--- config.mk ---
export PLATFORM = sky130hd
export DESIGN_NAME = mult32x32_ctrl
export DESIGN_NICKNAME = d
export VERILOG_FILES = /design/src/rtl/mult32x32_ctrl.sv
export SDC_FILE = /design/constraint.sdc
export NUM_CORES = 1
export LEC_CHECK = 0
export CAP_MARGIN = 30
export CELL_PAD_IN_SITES_DETAIL_PLACEMENT = 0
export CELL_PAD_IN_SITES_GLOBAL_PLACEMENT = 1
export CORE_MARGIN = 5
export CORE_UTILIZATION = 32
export DETAILED_ROUTE_END_ITERATION = 10
export PLACE_DENSITY = 0.91
export SYNTH_ARGS = -nofsm -noshare
export SYNTH_HDL_FRONTEND = slang
export SYNTH_SLANG_ARGS = --single-unit
--- constraint.sdc ---
create_clock -name clk -period 1.71 [get_ports clk]
set_input_delay 0.171 -clock clk [delete_from_list [all_inputs] [get_ports clk]]
set_output_delay 0.171 -clock clk [all_outputs]
set_load 0.02 [all_outputs]
--- src/rtl/mult32x32_ctrl.sv ---
// mult32x32_ctrl: sequencer for a 32x32 multiplier. It issues eight partial
// products (one byte of A times one 16-bit half of B) to an external
// accumulator, then pulses done for one cycle.
//
// Handshake: start is sampled only in IDLE. An accepted start latches a_in and
// b_in into a and b on that edge. start seen in any other state is dropped and
// not queued. busy is high for the eight MUL cycles. done is high for exactly
// one cycle after them, and the accumulated product is valid in that cycle.
// There is no back-pressure, so the result must be taken when done is high.
module mult32x32_ctrl (
    input  logic        clk,
    input  logic        reset,      // asynchronous, active-low
    input  logic        start,
    input  logic [31:0] a_in,
    input  logic [31:0] b_in,
    output logic [31:0] a,
    output logic [31:0] b,
    output logic [1:0]  a_sel,
    output logic        b_sel,
    output logic [2:0]  shift_sel,
    output logic        upd_prod,
    output logic        clr_prod,
    output logic        busy,
    output logic        done,
    output logic [1:0]  state_dbg,
    output logic [2:0]  step_dbg
);

    typedef enum logic [1:0] {
        S_IDLE = 2'd0,
        S_MUL  = 2'd1,
        S_DONE = 2'd2
    } state_t;

    state_t      state_q, state_d;
    logic [2:0]  step_q, step_d;
    logic [31:0] a_q, a_d;
    logic [31:0] b_q, b_d;
    logic        in_mul;

    // State, step counter and operand registers
    always_ff @(posedge clk or negedge reset) begin
        if (!reset) begin
            state_q <= S_IDLE;
            step_q  <= 3'd0;
            a_q     <= 32'd0;
            b_q     <= 32'd0;
        end else begin
            state_q <= state_d;
            step_q  <= step_d;
            a_q     <= a_d;
            b_q     <= b_d;
        end
    end

    // Next-state logic: IDLE -> MUL0..MUL7 -> DONE -> IDLE
    always_comb begin
        state_d = state_q;
        step_d  = step_q;
        a_d     = a_q;
        b_d     = b_q;
        case (state_q)
            S_IDLE: begin
                if (start) begin
                    state_d = S_MUL;
                    step_d  = 3'd0;
                    a_d     = a_in;
                    b_d     = b_in;
                end
            end
            S_MUL: begin
                if (step_q == 3'd7) begin
                    state_d = S_DONE;
                    step_d  = 3'd0;
                end else begin
                    step_d = step_q + 3'd1;
                end
            end
            S_DONE: begin
                state_d = S_IDLE;
            end
            default: begin
                state_d = S_IDLE;
                step_d  = 3'd0;
            end
        endcase
    end

    // Output decode. The step's low two bits pick the A byte and its top bit
    // picks the B half. The shift in bytes is then a_sel + 2*b_sel.
    always_comb begin
        in_mul    = (state_q == S_MUL);
        a_sel     = 2'd0;
        b_sel     = 1'b0;
        shift_sel = 3'd0;
        if (in_mul) begin
            a_sel     = step_q[1:0];
            b_sel     = step_q[2];
            shift_sel = {1'b0, step_q[1:0]} + {1'b0, step_q[2], 1'b0};
        end
        upd_prod  = in_mul;
        busy      = in_mul;
        done      = (state_q == S_DONE);
        // Clearing during reset lets the accumulator start from zero.
        clr_prod  = !reset || ((state_q == S_IDLE) && start);
        state_dbg = state_q;
        step_dbg  = step_q;
    end

    assign a = a_q;
    assign b = b_q;

endmodule
* Word level (Yosys, flattened, before mapping)
Cells that the tools add are included.
Operators by class: add/subtract/negate cells 2, multipliers 0, div/mod/pow operators 0, $lt $le $gt $ge 0, equality and inequality tests 5, shift-type cells 0, multiplexer cells 9, bitwise gates (word level) 1, reductions and logical operators 7
Operators with widths (count):
- two-way mux 3 bit | 3
- one-hot mux 3 bit (3 select lines) | 1
- two-way mux 2 bit | 3
- AND reduction 2 bit | 3
- one-hot mux 2 bit (2 select lines) | 1
- adder 2 x 2 -> 3 bit | 1
- adder 3 x 1 -> 3 bit, second input constant | 1
- == test 3 bit, second input constant | 1
- == test 2 x 1 -> 1 bit, second input constant | 1
- == test 2 bit, second input constant | 1
- zero test 2 bit | 1
- inequality test 2 x 1 -> 1 bit, second input constant | 1
- inequality test 2 bit, second input constant | 1
- logical AND 1 bit | 1
- zero test 1 bit | 1
- logical OR 1 bit | 1
- two-way mux 1 bit | 1
- NOT 1 bit | 1
Word-level totals: register bits after elaboration 69, latch bits 0, memory bits (writable) 0, memory bits (read-only) 0, input port bits 67, output and inout bits 79, logic and storage cells 28, memories kept 0

* Depth between registers and ports, before layout
Gate-level depths: netlist of the first run.
word-level depth 3, mapped depth 4, gate-level depth less buffers 4

* Worst setup path before layout of the first run
OpenSTA, ideal clock, no wires.
kind register -> output, from register state_q[1] (netlist: state_dbg[1]), to output shift_sel[0], data arrival time 1543 ps, required time 1539 ps, slack -4 ps, stages on the path, launching flop included 5, path through dfrtp_1 and2b_1 clkbuf_1 and2_1 buf_4
Between the ends: longest elaborated chain between the ends 2
Ends and longest elaborated chain:
- start: declaration | line 35 | state_t state_q, state_d;
- start signal: assignment | line 49 | state_q <= state_d;
- == test 2 x 1 -> 1 bit | line 92 | in_mul = (state_q == S_MUL);
- via busy | line 23 | output logic busy,
- two-way mux 3 bit | line 96 | if (in_mul) begin
- end: declaration | line 20 | output logic [2:0] shift_sel,
The timed path passes the listed nets, and every way through them passes these cells.

* Worst setup path in the final report of the first run
from register state_q[0] (netlist: state_dbg[0]), to output state_dbg[0]
RTL lines:
- end: declaration | line 25 | output logic [1:0] state_dbg,
No word-level cell between the ends.

==> results of run 1 <==
-- layer usage --
metal	track usage, %	routed length [microns]
met3	5.48	628
met5	0	0
met1	16.2	3130
met4	3.01	64
met2	20.4	3400
-- power by group through the flow --
stage	Combinational (mW)	Clock [mW]	Sequential, mW
global route	5.58	1.66	3.06
floorplan	2.00	0	3.97
finish	5.30	1.54	2.94
global placement	5.32	0	2.94
CTS	5.37	1.59	2.96
detailed placement	5.41	0	2.96
-- through the flow --
stage	total power, mW	hold slack, ps	instance area, sq um
global placement	8.26	442	4600
finish	9.78	51.7	4820
CTS	9.92	76.5	4820
global route	10.3	121	4820
detailed placement	8.37	457	4600
floorplan	5.97	-125	3010
-- worst min-delay path by stage --
| stage | cells after the start | endpoint | slack (ps) |
|---|---|---|---|
| after floorplan | 0 | a[0] | -120 |
| after detailed placement | 2 | step_dbg[0] | 460 |
| after CTS | 2 | step_dbg[0] | 80 |
| after global routing | 2 | state_dbg[1] | 120 |
| final | 2 | state_dbg[1] | 50 |
| after global placement | 2 | step_dbg[0] | 440 |
-- cells by family (layout without fill, tap and decap cells) --
| group | count (synthesis) | after routing | share of synthesized area (%) |
|---|---|---|---|
| compound gates | 5 | 5 | 1.29 |
| fa+ha+maj | 3 | 3 | 1.25 |
| buf+inv | 11 | 179 | 5.12 |
| flops | 69 | 69 | 57.5 |
| mux | 64 | 64 | 31.5 |
| simple gates | 14 | 14 | 3.37 |
-- timing repair --
action,CTS,global route
hold endpoints to repair,0,0
resized for setup,16,8
pin swaps,0,0
endpoints found under the setup margin,10,8
-- layout by cell type, fill, tap and decap left out, drive strengths merged, types with 2 or more instances in the layout --
cell type and n:
ha 3, dlygate4sd2 2, clkdlybuf4s15 6, dfrtp 69
a32o 2, bufinv 2, nand2b 2, and2 6
mux2 64, nor3b 2, inv 2, and2b 2
buf 19, clkbuf 12, clkdlybuf4s50 134
-- flip-flops by register name, indices dropped and copies added, names as in the netlist --
register,flops
step_dbg,3
b,32
a,32
state_dbg,2
-- layout make-up --
class                           instances  area (sq um)  share of cell area (%)
Sequential cell                        69          1730                    35.8
Clock buffer                           11           151                    3.14
Clock inverter                          5          81.3                    1.69
Inverter                                1          3.75                  0.0779
Multi-Input combinational cell         86          1130                    23.5
Timing Repair Buffer                  162          1590                    32.9
Tap cell                              111           139                    2.88
==> metrics.md, run 1 <==
| Metric | Value |
|---|---|
| Grt ovf | 0 |
| Hold Vio Cnt, Final | 0 |
| Antenna viol nets, final | 0 |
| Nets | 399 |
| PwrDens | 2030 mW/mm^2 |
| # port buffers | 145 |
| Crit-path max FO | 9 |
| Yosys reg bits | 69 |
| Ranking of synthesized cells by area | dfrtp_1, mux2_4, buf_12 |
| Setup crit start | state_dbg[0] |
| Detailed Place HPWL | 5370 microns |
| DR WL/cell | 16.2 microns |
| Die ar. | 0.0114 sq mm |
| Worst Tran Pin Value | 860 ps |
| Worst-Skew Late Latency | 330 ps |
| Highest clock rate | 614 MHz |
| Max-Cap Viols | 0 |
| Slowest stage delay, CP | 620 ps |
| Critical path cell sequence | buf_4 > clkdlybuf4s50_1 |
| Setup violators final | 0 |
| Sequential fraction of the synthesis area | 57.5% |
| Starting Density | 32.7% |
| RR Endpoint | b[25] |
| Share of layout cells above drive strength 1 | 31.1% |
| Via density per instance | 4.42 |
| Routability cong. | 0.699 |
| Clk Tree Root Cell | clkbuf_8 |
| Synth Instances | 166 |
| Yosys cell types | 20 |
| CTS max path bufs | 2 |
| Hold buffers post-CTS | 0 |
| Cell Count, Final, Fillers Out | 445 |
| Clk slew on worst S/H paths | 80 ps |
| ANT cells | 0 |
| Initial antenna violation count | 0 |
| Via count | 1965 |
| Post-layout minimum cycle time | 1630 ps |
| WP data required | 1540 ps |
| Seq pwr share | 30.1% |
| P_sw | 3.35 mW |
| Placed insts | 429 |
| RSZ-0062 raised after global routing | false |
| Status | complete, no violations |
| Critical Path AT | 1460 ps |
| Final Cycle Share | 95.2% |
| Die W | 107 microns |
| Vias in the first global route | 2266 |
| CTS tree | yes |
| LEAKAGE | 2.13 nW |
| Number of cells on the worst reg-to-reg path | 5 |
| CTS Buf Count | 9 |
| Top cell type's share of synthesized area | 57.5% |
| CP Class | reg -> out |
| DRT Pass-1 Iters | 4 |
| Int Pwr | 6.43 mW |
| Synth Flop Type | dfrtp_1 |
| R2r setup slk | 150 ps |
| Final worst setup slack | 82.6 ps |
| Fin util | 52.4% |
| Post-synth top cells | dfrtp_1, mux2_4, and2_1, buf_12, mux2_2 |
| Critical Path Sink Type | output pin |
| CP top delay family | buffers and inverters |
| VDD IR max | 0.941 mV |
| CP bufs+invs | 2 |
| Post-CTS Setup Bufs | 0 |
| FFs w/ async S/R, synth | 100% |
| # fillers | 781 |
| CTS sink count | 69 |
| Synth warn | 0 |
| Final WL | 7220 microns |
| Syn Nets | 236 |
| Combinational power share | 54.2% |
| First-pass GRT wire length | 11600 microns |
| Switching Fraction | 34.3% |
| Core area | 0.00920 sq mm |
| GRT Total Usage | 12.8% |
| CP Capture Point | state_dbg[0] |
| Die height | 107 microns |
| Crit start category | flip-flop |
| R2R Path Start | state_dbg[1] |
| CP max stage cell | clkdlybuf4s50_1 |
| Syn Area/Cell | 18.1 sq um |
| Row count | 35 |
| Mapped Area | 0.00300 sq mm |
| Slew headroom | 42.7% |
| WP depth | 2 |
| Number of synthesized flops with an enable pin | 0 |
| CTS HTree Levels | 3 |
| Final TNS setup | 0 ps |
| Pre-CTS setup slack | -19.2 ps |
| Synth area leader | dfrtp_1 |
| DR DRC count | 0 |
| Initial DRC Count | 49 |
| Worst min path class | in -> async |
| Skew final | 7.81 ps |
| Synth-to-layout area growth | 60.5% |
| Clk pwr share | 15.7% |
| Most common cell in the netlist | dfrtp_1 |
| Boundary Pins | 146 |
| Largest net degree at the start of global routing | 70 |
| Pins Over Slew Limit | 0 |
Power figures use the tool's default switching activity.
==> run 2: changes to the inputs <==
--- a/config.mk
+++ b/config.mk
@@ -10,6 +10,7 @@
 export CELL_PAD_IN_SITES_GLOBAL_PLACEMENT = 1
 export CORE_MARGIN = 5
 export CORE_UTILIZATION = 32
+export CTS_CLUSTER_DIAMETER = 40
 export DETAILED_ROUTE_END_ITERATION = 10
 export PLACE_DENSITY = 0.91
 export SYNTH_ARGS = -nofsm -noshare
==> results of run 2 <==
Final layout, timing and power as in run 1 (identical DEF).
